[src/rtl/bus_invert_encoder.sv]
// Bus-invert encoder with a one-word valid/ready output register.
// Each accepted word is sent either true or inverted, whichever changes
// fewer bus lines relative to the word currently held on bus_out. Two
// saturating counters report the line toggles an unencoded bus would
// have made and the toggles actually made on bus_out plus invert.
// WIDTH is expected to be even and at least 2.
module bus_invert_encoder #(
  parameter int WIDTH = 8,
  parameter int CNT_W = 16
) (
  input  logic             clk,
  input  logic             rst_n,
  input  logic             in_valid,
  output logic             in_ready,
  input  logic [WIDTH-1:0] data_in,
  output logic [WIDTH-1:0] bus_out,
  output logic             invert,
  output logic             out_valid,
  input  logic             out_ready,
  input  logic             stats_clr,
  output logic [CNT_W-1:0] raw_toggles,
  output logic [CNT_W-1:0] enc_toggles
);

  // Popcount width must hold WIDTH+1 (data bits plus the invert line).
  localparam int HW    = $clog2(WIDTH + 2);
  // Counter sum is one bit wider than its widest operand, so it cannot
  // overflow before the saturation check.
  localparam int SUM_W = ((CNT_W > HW) ? CNT_W : HW) + 1;

  localparam logic [HW-1:0]    HALF    = HW'(WIDTH / 2);
  localparam logic [SUM_W-1:0] CNT_MAX = SUM_W'({CNT_W{1'b1}});

  logic [WIDTH-1:0] busOut_q, busOut_d;
  logic             invert_q, invert_d;
  logic             outValid_q, outValid_d;
  logic [WIDTH-1:0] prevRaw_q, prevRaw_d;
  logic [CNT_W-1:0] rawToggles_q, rawToggles_d;
  logic [CNT_W-1:0] encToggles_q, encToggles_d;

  logic             accept;
  logic [HW-1:0]    hamming;
  logic             newInvert;
  logic [HW-1:0]    rawInc;
  logic [HW-1:0]    encInc;
  logic [SUM_W-1:0] rawSum;
  logic [SUM_W-1:0] encSum;

  function automatic logic [HW-1:0] popcount(input logic [WIDTH-1:0] v);
    logic [HW-1:0] c;
    c = '0;
    for (int i = 0; i < WIDTH; i++) begin
      c = c + HW'(v[i]);
    end
    return c;
  endfunction

  // The output register can take a word when empty or being drained.
  assign in_ready    = !outValid_q || out_ready;
  assign bus_out     = busOut_q;
  assign invert      = invert_q;
  assign out_valid   = outValid_q;
  assign raw_toggles = rawToggles_q;
  assign enc_toggles = encToggles_q;

  // Bus path: invert decision against the held word, load or drain.
  always_comb begin
    busOut_d   = busOut_q;
    invert_d   = invert_q;
    outValid_d = outValid_q;
    prevRaw_d  = prevRaw_q;
    accept     = in_valid && in_ready;
    hamming    = popcount(data_in ^ busOut_q);
    if (hamming > HALF) begin
      newInvert = 1'b1;
    end else if (hamming < HALF) begin
      newInvert = 1'b0;
    end else begin
      newInvert = invert_q;
    end
    if (accept) begin
      busOut_d   = newInvert ? ~data_in : data_in;
      invert_d   = newInvert;
      outValid_d = 1'b1;
      prevRaw_d  = data_in;
    end else if (out_ready) begin
      outValid_d = 1'b0;
    end
  end

  // Statistics: clear wins over any increment, sums saturate at all-ones.
  always_comb begin
    rawToggles_d = rawToggles_q;
    encToggles_d = encToggles_q;
    rawInc       = popcount(data_in ^ prevRaw_q);
    encInc       = popcount(busOut_d ^ busOut_q) + HW'(invert_d != invert_q);
    rawSum       = SUM_W'(rawToggles_q) + SUM_W'(rawInc);
    encSum       = SUM_W'(encToggles_q) + SUM_W'(encInc);
    if (stats_clr) begin
      rawToggles_d = '0;
      encToggles_d = '0;
    end else if (accept) begin
      rawToggles_d = (rawSum > CNT_MAX) ? {CNT_W{1'b1}} : rawSum[CNT_W-1:0];
      encToggles_d = (encSum > CNT_MAX) ? {CNT_W{1'b1}} : encSum[CNT_W-1:0];
    end
  end

  // State registers; reset clears everything, dropping any held word.
  always_ff @(posedge clk or negedge rst_n) begin
    if (!rst_n) begin
      busOut_q     <= '0;
      invert_q     <= 1'b0;
      outValid_q   <= 1'b0;
      prevRaw_q    <= '0;
      rawToggles_q <= '0;
      encToggles_q <= '0;
    end else begin
      busOut_q     <= busOut_d;
      invert_q     <= invert_d;
      outValid_q   <= outValid_d;
      prevRaw_q    <= prevRaw_d;
      rawToggles_q <= rawToggles_d;
      encToggles_q <= encToggles_d;
    end
  end

endmodule

[config.mk]
export PLATFORM = sky130hd
export DESIGN_NAME = bus_invert_encoder
export DESIGN_NICKNAME = d
export VERILOG_FILES = /design/src/rtl/bus_invert_encoder.sv
export SDC_FILE = /design/constraint.sdc
export NUM_CORES = 1
export LEC_CHECK = 0
export ABC_AREA = 1
export BUFFER_PORTS_ARGS = -buffer_cell sky130_fd_sc_hd__buf_2
export CAP_MARGIN = 25
export CORE_MARGIN = 8
export CORE_UTILIZATION = 45
export CTS_BUF_LIST = sky130_fd_sc_hd__clkbuf_16
export CTS_CLUSTER_DIAMETER = 80
export DETAILED_ROUTE_END_ITERATION = 8
export MAX_ROUTING_LAYER = met4
export PLACE_DENSITY_LB_ADDON = 0.1
export SETUP_SLACK_MARGIN = 0.4
export SLEW_MARGIN = 20
export SYNTH_ARGS = -nofsm -noshare
export SYNTH_HDL_FRONTEND = slang
export SYNTH_SLANG_ARGS = --single-unit
[constraint.sdc]
create_clock -name clk -period 18.4 [get_ports clk]
set_clock_uncertainty 0.15 [all_clocks]
set_input_delay 0 -clock clk [delete_from_list [all_inputs] [get_ports clk]]
set_output_delay 0 -clock clk [all_outputs]
set_load 0.03 [all_outputs]
# Word-level counts from Yosys, hierarchy flattened
# Index checks and enable logic that the tools add are counted.
# W data, S select, Z words.
totals:
  inputBits: 13
  out_inout_bits: 43
  elab_cells: 57
  regBits: 50
classes:
  eq_ne: 1
  bitwise: 4
  n_mux: 13
  n_reduce_logical: 5
  magnitude_cmp: 4
  addsub: 24
ops:
  columns: ["operator", "n"]
  rows:
  - ["$mux W16", 6]
  - ["$add A4 B1 Y4", 13]
  - ["$add A16 B4 Y17", 2]
  - ["$gt A17 B16 Y1 const B", 2]
  - ["$xor A8 B8 Y8", 3]
  - ["$mux W8", 2]
  - ["$add A3 B1 Y4", 3]
  - ["$add A2 B1 Y3", 3]
  - ["$not A8 Y8", 1]
  - ["$add A1 B1 Y2", 3]
  - ["$mux W1", 5]
  - ["$gt A4 B3 Y1 const B", 1]
  - ["$lt A4 B3 Y1 const B", 1]
  - ["$reduce_bool A2 Y1", 2]
  - ["$logic_and A1 B1 Y1", 1]
  - ["$logic_not A1 Y1", 1]
  - ["$logic_or A1 B1 Y1", 1]
  - ["$ne A1 B1 Y1", 1]

# Longest topological paths before layout
depth:
  word_depth: 27
  ltp_mapped: 36
  mapped_depth_nobuf: 35

# Least setup slack after synthesis
# Ideal clock, no wire load.
synth_path:
  path_kind: "register to register"
  from: "register busOut_q[0], in the netlist bus_out[0]"
  to: "register encToggles_q[5], in the netlist enc_toggles[5]"
  path_buffers: 1
  setup_ps: 76
  synth_period_minus_slack_ps: 6904
  setup_slack_ps: 11496
  arrival_ps: 6678
  path_stages_with_launch: 37
  required_time_ps: 18174
  cell_sequence: "dfrtp_1 -> xnor2_1 -> fa_1 -> inv_1 -> fa_1 -> inv_1 -> fa_1 -> inv_1 -> ha_1 -> fa_1 -> nor2_1 -> nand2_1 -> nand2_1 -> nand2_1 -> inv_1 -> nand2_1 -> nand2_1 -> nand2_1 -> nand2_1 -> fa_1 -> fa_1 -> inv_1 -> fa_1 -> inv_1 -> ha_1 -> inv_1 -> fa_1 -> inv_1 -> nand3_1 -> nand2_1 -> nand2_1 -> inv_1 -> nand2_1 -> buf_4 -> nand3_1 -> nand2_1 -> o21ai_1"
synth_via:
  elab_chain_len: 27
  word_cells_on_any_way: 30
  classes_between: "16 x add/sub; 3 x order compare; 1 x eq/ne; 8 x mux; 2 x bitwise"
synth_rtl:
  columns: ["element", "line_no", "source"]
  rows:
  - ["start, declared", "34", "logic [WIDTH-1:0] busOut_q, busOut_d;"]
  - ["start signal, assigned", "118", "busOut_q <= busOut_d;"]
  - ["$xor A8 B8 Y8 *", "73", "hamming = popcount(data_in ^ busOut_q);"]
  - ["$add A1 B1 Y2 *", "53", "c = c + HW'(v[i]);"]
  - ["$add A2 B1 Y3 *", "53", null]
  - ["$add A3 B1 Y4 *", "53", null]
  - ["$add A4 B1 Y4 * (4 in series)", "53", null]
  - ["$lt A4 B3 Y1", "76", "end else if (hamming < HALF) begin"]
  - ["$mux W1", "76", null]
  - ["$mux W1 *", "74", "if (hamming > HALF) begin"]
  - ["[... 2 more ...]", null, null]
  - ["net busOut_d[1]", "34", null]
  - ["[... 3 more ...]", null, null]
  - ["$add A3 B1 Y4 *", "53", null]
  - ["$add A4 B1 Y4 * (4 in series)", "53", null]
  - ["$add A4 B1 Y4 *", "96", "encInc = popcount(busOut_d ^ busOut_q) + HW'(invert_d != invert_q);"]
  - ["$add A16 B4 Y17 *", "98", "encSum = SUM_W'(encToggles_q) + SUM_W'(encInc);"]
  - ["$gt A17 B16 Y1", "104", "encToggles_d = (encSum > CNT_MAX) ? {CNT_W{1'b1}} : encSum[CNT_W-1:0];"]
  - ["$mux W16 *", "104", null]
  - ["$mux W16 *", "102", "end else if (accept) begin"]
  - ["$mux W16 *", "99", "if (stats_clr) begin"]
  - ["end signal, assigned", "123", "encToggles_q <= encToggles_d;"]
  - ["end, declared", "39", "logic [CNT_W-1:0] encToggles_q, encToggles_d;"]
# The timed path passes the listed nets; every way through them passes the cells marked *. The select of a mux whose other input is x is not followed.
# A chain may end at the register's enable or synchronous reset.

# Worst setup path after layout
layout_path:
  from: "register busOut_q[0], in the netlist bus_out[0]"
  to: "register encToggles_q[8], in the netlist enc_toggles[8]"
# The elaborated chain is that of the path after synthesis.

==> impl_results.md <==
- Status: complete, no violations
- WS Path Type: flip-flop to flip-flop
- Most used cell, CP: nand2_1
- Antenna violations before repair: 0
- Vias post-DR: 3504
- Total GRT Usage: 17.4%
- Initial DRT Pass Iterations: 4
- CP max stage cell: fa_1
- R2r setup slk: 10.86 ns
- H-tree depth: 2
- Global-route wire length before repair: 16.2 mm
- Clk sinks: 50
- Pin count of the biggest net entering global routing: 51
- # diodes: 0
- Ys flop type: dfrtp_1
- Top Ports: 56
- RR Endpoint: enc_toggles[8]
- Final Slew Violations: 0
- Multi-input gate area: 2280 µm²
- RSZ-0062 raised after global routing: false
- Buffers & Inverters on Critical Path: 10
- Syn_area_per_cell: 7.15 µm²
- Post-Layout Cell Count: 711
- FF-to-FF path depth: 35
- Via/cell ratio: 4.93
- FP Rows: 33
- Number of synthesized flops with an enable pin: 0
- Final setup fails: 0
- CTS clk-pin slew, worst paths: 0.07 ns
- Core area: 8260 µm²
- Layout fillers: 860
- Commonest cells post-synth: nand2_1 (226), inv_1 (69), dfrtp_1 (50)
- Initial Util: 46.7%
- Vias in the first global route: 3351
- Final hold violation count: 0
- Syn nets: 583
- Required time worst endpoint: 18.48 ns
- Synth Area in Compound Gates: 3.57%
- Delay of the slowest cell on the worst path: 0.55 ns
- CP delay by family, top: adder cells
- Most common cell in the netlist: nand2_1
- Clk buf depth: 2
- DP HPWL: 7.13 mm
- Die height: 109 µm
- WL/cell: 13.5 µm
- Post-synthesis simple-gate area fraction: 37.1%
- Cells after synthesis: 540
- DRC violation count after routing: 0
- Yosys warns: 0
- Drt total wl: 9.62 mm
- Num CTS Buffers: 5
- Routed Antenna Nets: 0
- Final #Nets: 648
- Ratio of cells with drive above 1 in the final layout: 12.9%
- Yosys top cell area share: 32.4%
- Initial DRC count: 205
- Worst hold path class: input port to flip-flop
- Final Cycle Share: 41.0%
- Root Buffer: clkbuf_16
- Slew headroom: 50.6%
- Period minus WS final: 7.54 ns
- Crit path from: bus_out[0]
- TNS Setup: 0 ns
- Crit Path Max Fanout: 11
- Final GP Congestion: 0.866
- Final hold slack: 0.157 ns
- Register bit total from synthesis: 50
- Post-Synth Adder-Cell Area: 12.6%
- Crit Reg-Reg Startpoint: bus_out[0]
- Placed insts: 692
- CP arrival: 7.62 ns
- Sequential cell area: 1250 µm²
- Post-synthesis sequential area ratio: 32.4%
- Leading area contributor after synthesis: dfrtp_1
- Fmax achieved: 0.133 GHz
- Post-CTS Setup Repair Bufs: 0
- Critical path depth: 35
- Post-Route Utilization: 54.0%
- Worst setup SP type: flip-flop
- XOR/XNOR share of the synthesized area: 5.67%
- Die area: 11800 µm²
- Synth unique cells: 29
- Layout overhead on the synthesized area: 15.6%
- Largest family of logic cells by synthesized area: simple AND/OR/NAND/NOR gates
- Synth async-reset ratio: 100%
- Slew @ Worst Pin: 0.740 ns
- Max_cap viols: 0
- # port buffers: 55
- Die W: 109 µm
- Worst skew pair latency: 0.29 ns
- Post-synthesis mux area share: 0%
- GRT overflow: 0
- CTS tree: done
- Top post-synthesis cells by area: dfrtp_1 (32%), nand2_1 (22%), fa_1 (7.8%), inv_1 (6.7%), ha_1 (4.9%)
- Setup crit end: enc_toggles[8]
- Crit. End Element: flip-flop
- Synth Cell Area: 3860 µm²
## worst reg2reg max path: cells and delay by family, from the launching register on
kind | cells | cell delay, ns
AO/OA/AOI/OAI | 1 | 0.11
XOR/XNOR | 1 | 0.17
adder cells (fa/ha/maj) | 10 | 4.25
buffers and inverters | 10 | 0.93
flip-flops | 1 | 0.42
AND/OR/NAND/NOR | 13 | 1.46
## sequential cells by signal, indices dropped and copies added (netlist names)
name and cells:
out_valid 1, invert 1, bus_out 8, enc_toggles 16, prevRaw_q 8, raw_toggles 16
## cell type report
type | instances | share of cell area [%]
clock inverters | 3 | 0.252
repair buffers | 68 | 8.97
multi-input cells | 410 | 51.1
clock buffers | 5 | 2.80
well taps | 105 | 2.94
inverters | 70 | 5.92
flip-flops and latches | 50 | 28.0
## how the worst min path moves through the flow
stage,endpoint,from,depth (start not counted),slack (ns)
3_3_place_gp,raw_toggles[11],rst_n,2,0.01
4_1_cts,out_valid,in_valid,3,0.16
2_1_floorplan,bus_out[0],rst_n,0,-0.45
3_5_place_dp,raw_toggles[11],rst_n,2,0.02
6_report,out_valid,in_valid,3,0.16
5_1_grt,out_valid,in_valid,3,0.20
## cells in the final DEF (no fill, tap or decap), types with 5 or more instances in the layout
cell           instances
nand2_1              226
inv_1                 69
buf_2                 55
dfrtp_1               50
nand3_1               35
nor2_1                31
xnor2_1               15
fa_1                  15
ha_1                  15
nand3b_1              14
o21ai_0               14
dlygate4sd3_1         11
xor2_1                10
a21oi_1                7
nand4_1                6
nand3_2                5
clkbuf_16              5
## layer usage
metal / share of wire (%) / up-vias / global-route usage [%]
li1: - / 1807 / -
met2: 49 / 73 / 28.0
met5: 0 / - / -
met4: 0.59 / 0 / 3.62
met1: 46 / 1618 / 22.7
met3: 3.9 / 6 / 2.77
## per-stage QoR
| step | cell area [µm²] | setup slack (ns) |
|---|---|---|
| 2_1_floorplan | 3860 | 11.50 |
| 3_3_place_gp | 4220 | 11.16 |
| 3_5_place_dp | 4220 | 10.91 |
| 4_1_cts | 4460 | 10.85 |
| 5_1_grt | 4460 | 10.34 |
| 6_report | 4460 | 10.86 |
## cells by family (layout without fill, tap and decap cells)
| family | Yosys count | in the layout |
|---|---|---|
| and+or+nand+nor | 329 | 329 |
| buffers and inverters | 80 | 146 |
| DFF | 50 | 50 |
| adders and majority gates | 30 | 30 |
| AOI/OAI and AO/OA | 26 | 26 |
| xor gates and xnor gates | 25 | 25 |
## timing repair
item | CTS | global route
hold buffers | 11 | 0
endpoints found under the hold margin | 68 | 0
resized for setup | 0 | 0
Power is not shown: default switching activity piles up to over one toggle a cycle in this logic, so the estimate is an artifact.
